==> config.mk <==
export PLATFORM = sky130hd
export DESIGN_NAME = lfsr_timer_sched
export DESIGN_NICKNAME = d
export VERILOG_FILES = /design/src/rtl/lfsr_timer_sched.sv
export SDC_FILE = /design/constraint.sdc
export NUM_CORES = 1
export LEC_CHECK = 0
export ABC_AREA = 1
export BUFFER_PORTS_ARGS = -buffer_cell sky130_fd_sc_hd__clkbuf_2
export CAP_MARGIN = 10
export CORE_UTILIZATION = 25
export DETAILED_ROUTE_END_ITERATION = 8
export PLACE_DENSITY = 0.44
export SETUP_SLACK_MARGIN = 0.05
export SYNTH_ARGS = -nofsm -noshare
export SYNTH_HDL_FRONTEND = slang
export SYNTH_SLANG_ARGS = --single-unit
==> constraint.sdc <==
create_clock -name clk -period 1.9 [get_ports clk]
set_input_delay 0.285 -clock clk [delete_from_list [all_inputs] [get_ports clk]]
set_output_delay 0.285 -clock clk [all_outputs]
set_load 0.01 [all_outputs]
==> src/rtl/lfsr_timer_sched.sv <==
// lfsr_timer_sched: round-robin sharing of one 4-bit LFSR expiry timer among NUM_REQ requesters.
// Define LFSR_SCHED_ABORT_EN to let an owner abort by dropping req during LOAD or RUN.
module lfsr_timer_sched #(
  parameter int NUM_REQ = 4,
  parameter int ID_W = $clog2(NUM_REQ)
) (
  input  logic                 clk,
  input  logic                 resetb,
  input  logic [NUM_REQ-1:0]   req,
  input  logic [4*NUM_REQ-1:0] seed,
  output logic [NUM_REQ-1:0]   gnt,
  output logic [NUM_REQ-1:0]   done,
  output logic                 busy,
  output logic [ID_W-1:0]      active_id
);
  typedef enum logic [1:0] {IDLE, LOAD, RUN, DONE} state_t;
  state_t state;
  logic [ID_W-1:0] ptr, pick, nxt_ptr;
  logic [3:0] lfsr, lfsr_step, seed_sel;
  logic found, abort;
  int j;
  assign lfsr_step = {lfsr[0], lfsr[3] ^ lfsr[0], lfsr[2], lfsr[1]};
  assign seed_sel = seed[4*active_id +: 4];
  assign nxt_ptr = (active_id == ID_W'(NUM_REQ-1)) ? '0 : active_id + 1'b1;
  assign busy = state != IDLE;
  assign gnt = busy ? NUM_REQ'(1) << active_id : '0;
  assign done = (state == DONE) ? NUM_REQ'(1) << active_id : '0;
`ifdef LFSR_SCHED_ABORT_EN
  assign abort = !req[active_id];
`else
  assign abort = 1'b0;
`endif
  // first requester at or after the pointer, wrapping around
  always_comb begin
    pick = '0;
    found = 1'b0;
    j = 0;
    for (int i = 0; i < NUM_REQ; i++) begin
      j = (int'(ptr) + i) % NUM_REQ;
      if (!found && req[ID_W'(j)]) begin
        found = 1'b1;
        pick = ID_W'(j);
      end
    end
  end
  always_ff @(posedge clk or negedge resetb) begin
    if (!resetb) begin
      state <= IDLE;
      ptr <= '0;
      active_id <= '0;
      lfsr <= 4'b1111;
    end else begin
      case (state)
        IDLE: if (found) begin
          active_id <= pick;
          state <= LOAD;
        end
        LOAD: if (abort) begin
          ptr <= nxt_ptr;
          state <= IDLE;
        end else begin
          lfsr <= (seed_sel == 4'b0000) ? 4'b1111 : seed_sel;
          state <= RUN;
        end
        RUN: if (abort) begin
          ptr <= nxt_ptr;
          state <= IDLE;
        end else if (lfsr == 4'b0111) state <= DONE;
        else lfsr <= lfsr_step;
        default: begin
          ptr <= nxt_ptr;
          state <= IDLE;
        end
      endcase
    end
  end
endmodule
== Word level (Yosys, flattened, before mapping) ==
Index checks and enable logic that the tools add are counted.

* Flip-flop bits (word level): 10
* Input port bits: 22
* Output and inout bits: 11
* Logic and storage cells: 66

* Add/subtract/negate cells: 4
* $lt $le $gt $ge: 4
* Equal/unequal tests: 8
* Shift operators: 2
* Muxes and demuxes: 29
* Bitwise gates (word level): 1
* Reduce and logical (&&, ||, !) cells: 14

{| class="wikitable"
|+ Operator list
! operator !! count
|-
| 2-bit by 4-bit less-than comparator with 1-bit output, second input constant || 4
|-
| 4-bit two-way mux || 4
|-
| 16-bit by 5-bit indexed part select with 4-bit output || 1
|-
| 2-bit two-way mux || 7
|-
| 1-bit two-way mux || 12
|-
| 1-bit binary-select mux with 2-bit select || 4
|-
| 4-bit case mux with 2 select lines || 1
|-
| 2-bit equality test, second input constant || 3
|-
| 2-bit inequality test, second input constant || 3
|-
| 2-bit case mux with 3 select lines || 1
|-
| 2-bit AND reduction || 3
|-
| 2-bit by 1-bit adder with 2-bit output, second input constant || 2
|-
| 2-bit adder, second input constant || 2
|-
| 4-bit by 3-bit equality test with 1-bit output, second input constant || 1
|-
| 4-bit logical NOT || 1
|-
| 2-bit nonzero test || 2
|-
| 1-bit by 2-bit left shift with 4-bit output, first input constant || 1
|-
| 1-bit logical AND || 3
|-
| 1-bit logical NOT || 3
|-
| 3-bit OR reduction || 1
|-
| 2-bit by 1-bit equality test with 1-bit output, second input constant || 1
|-
| 2-bit logical NOT || 1
|-
| 1-bit XOR || 1
|}

== Longest topological paths before layout ==
* Depth in word-level cells: 15
* Depth in mapped cells: 12
* Depth with buffers taken out: 11

== Worst setup path before layout ==
Ideal clock, no wire load.

* Kind: reg-to-output
* Start point: register active_id[0]
* End point: output port gnt[2]
* Arrival: 1.050 ns
* Data required time: 1.615 ns
* Setup slack: 0.565 ns
* Cell stages (with the launch flop): 6
* Path buffers: 1
* Cell sequence: dfrtp_1 -> buf_4 -> inv_4 -> ha_1 -> inv_1 -> nor2_1

* Cells in the longest elaborated chain, start to end: 2

{| class="wikitable"
|+ RTL lines
! item !! line !! RTL
|-
| start, declared || 14 || <nowiki>output logic [ID_W-1:0] active_id</nowiki>
|-
| start signal, assigned || 55 || <nowiki>active_id <= pick;</nowiki>
|-
| 1-bit by 2-bit left shift with 4-bit output || 26 || <nowiki>assign gnt = busy ? NUM_REQ'(1) << active_id : '0;</nowiki>
|-
| 4-bit two-way mux || 26 ||
|-
| end, declared || 11 || <nowiki>output logic [NUM_REQ-1:0] gnt,</nowiki>
|}

Every way passes these cells.

== Final worst setup path ==
* Start point: register active_id[1]
* End point: output port gnt[0]

The elaborated chain is that of the path after synthesis.

==> results.txt <==
GPL Wtd Cong = 0.803
pwr/cell area = 1670 nW/um^2
RSZ-0062 raised after global routing = no
Hold/Removal Path Class = in -> async
worst clock skew = 0.000672 ns
Worst path most repeated cell = inv_1
highest clock rate = 587 MHz
WP buf/inv = 3
FILL cells = 501
pre-CTS setup slack = 0.301 ns
Net Sw Power = 1.25 mW
Detailed Place HPWL = 2210 um
placed cell area = 1350 um^2
area share of the largest cell type after synthesis = 25.3%
largest net degree at the start of global routing = 12
vias per cell = 4.32
commonest cells after routing, fill and taps aside = nand2_1 (77), clkbuf_2 (32), inv_1 (24), nand3_1 (20), nand2_2 (12)
DIE HEIGHT = 69.6 um
total global routing overflow = 0
Setup CP Type = reg -> out
Setup Fix Bufs, Post-CTS = 0
fin nets = 252
crit path time final = 1.70 ns
Initial Util = 26.1%
antenna violations before repair = 0
Port Buffers = 32
CTS sink count = 10
antenna diode count = 0
vias = 1,176
status = completed
sequential share of power = 22.2%
fin crit share = 89.7%
clk buf depth = 2
post-cts repair resize count = 0
final setup violation count = 0
Setup crit start kind = flop
Die W = 69.6 um
Multi-input gate area = 744 um^2
crit path cell chain = inv_1 > ha_1 > inv_1 > nor2_1 > clkbuf_2
Clk pwr share = 11.2%
Mapped Cells = 185
mapped cell area = 1140 um^2
Seq/Total Area, Yosys = 22.3%
critical path capture point type = output pin
later-pin clock latency in the skew report = 0.23 ns
post-route ant nets = 0
drt wl/cell = 9.67 um
Synth area leaders = nand2_1 (25%), dfrtp_1 (13%), ha_1 (9.9%), dfstp_2 (9.2%), nand3_1 (8.8%)
count of standard-cell rows = 24
DRT Wirelength = 2630 um
Slew headroom = 68.5%
syn_nets = 216
max_cap viols = 0
number of global-route vias before repair = 1,061
total CTS buffers = 3
DRC = 0
io pins = 33
Max VDD drop = 554 uV
post-layout worst setup margin = 0.196 ns
Worst-path clk slew = 0.05 ns
total global routing track utilization = 11.8%
layout cells sized above 1 = 29.1%
DR pass1 iterations = 4
Leak = 0.839 nW
largest area contributor in the netlist = nand2_1
Post-Route Setup TNS = 0 ns
Syn. warnings = 0
Core Util, Final = 32.3%
Hold Vio Cnt, Final = 0
CTS tree = done
flip-flop and latch area = 255 um^2
core region area = 4380 um^2
arrival time at the worst endpoint = 1.42 ns
Pins Over Slew Limit = 0
Sw Ratio = 52.7%
Int Power = 1.12 mW
worst-path fanout max = 9
worst-path cell with the longest stage delay = dfrtp_1
Area Growth Syn to Fin = 24.0%
Clk Tree Root Cell = clkbuf_8
post-route cell area = 1420 um^2
worst slew pin tran = 0.472 ns
Reg2Reg Depth = 7
CP required = 1.62 ns
area of the die = 4840 um^2
CP delay by family, top = flip-flops
Unique masters post-synth = 27
H-tree depth = 1
Post-Syn Area per Cell = 6.17 um^2
CP peak stage delay = 0.48 ns
commonest non-fill, non-tap cell in the layout = nand2_1
DR iter-0 viols = 52
post-synthesis register bit count = 10
WP depth = 5
Combinational Power Share = 66.6%
wire length of the first global-routing pass = 4600 um
==> synth_stat cells <==
cell and count:
nand4_1 2, o31ai_4 1, o21ai_0 6, o21ai_2 1, a21oi_1 1, ha_1 9
inv_1 24, nand2_4 1, a31oi_1 1, o21ai_1 1, dfrtp_1 6, nand2_1 77
nor2_4 1, inv_4 1, dfstp_2 4, nand3_1 20, buf_6 1, inv_8 1
buf_4 1, nand2_2 12, and2_2 1, nand3_2 1, inv_2 2, buf_2 1
nand4_2 1, clkinv_1 1, nor2_1 7
==> flip-flops by register name, summed over array words and instances (netlist names) <==
name and count:
lfsr 4, ptr 2, active_id 2, state 2
==> cells by family after synthesis <==
logic type	Yosys count	share of synthesized area (%)
AOI/OAI and AO/OA	11	6.68
adders and majority gates	9	9.86
buffers and inverters	32	12.5
DFF	10	22.3
and+or+nand+nor	123	48.6
==> power groups by stage <==
| stage | logic (mW) | clock network (mW) | registers, mW |
|---|---|---|---|
| final | 1.57 | 0.266 | 0.523 |
| after global routing | 1.82 | 0.292 | 0.546 |
| after CTS | 1.60 | 0.278 | 0.527 |
| after detailed placement | 1.59 | 0 | 0.530 |
| after global placement | 1.62 | 0 | 0.529 |
| after floorplan | 1.31 | 0 | 0.449 |
==> cell type report <==
| cell class | count | share of cell area [%] |
|---|---|---|
| inverter | 29 | 8.39 |
| sequential | 10 | 18.0 |
| multi-input combinational | 143 | 52.6 |
| tap | 52 | 4.59 |
| timing repair buffer | 34 | 12.5 |
| clock buffer | 4 | 3.89 |
==> stage by stage <==
step | hold slack (ns) | std cells | power (mW)
floorplan | -0.0106 | 185 | 1.76
global placement | 0.173 | 267 | 2.15
detailed placement | 0.169 | 267 | 2.12
CTS | 0.454 | 272 | 2.41
global route | 0.476 | 272 | 2.66
finish | 0.451 | 272 | 2.36
==> per-layer routing <==
metal	part of all wire (%)	vias up	track usage (%)
met5	0	-	0
met2	44	19	18.4
li1	-	642	-
met3	3.0	2	3.49
met4	0.61	0	2.72
met1	52	513	15.8
==> final timing paths <==
check	start	to	slack, ns
max in group asynchronous	resetb	lfsr[2]$_DFFE_PN1P_	1.18
min in group clk	lfsr[1]$_DFFE_PN1P_	lfsr[1]$_DFFE_PN1P_	0.47
hold reg to reg	lfsr[1]$_DFFE_PN1P_	lfsr[1]$_DFFE_PN1P_	0.47
hold / removal	resetb	state[0]$_DFFE_PN0P_	0.45
setup / recovery	active_id[1]$_DFFE_PN0P_	gnt[0]	0.20
setup reg to reg	ptr[0]$_DFFE_PN0N_	state[0]$_DFFE_PN0P_	0.32
==> repair_timing <==
action                                  4_1_cts  5_1_grt
endpoints found under the setup margin        0        0
hold buffers                                  1        0
hold endpoints to repair                      6        0
(Power assumes the default switching activity.)
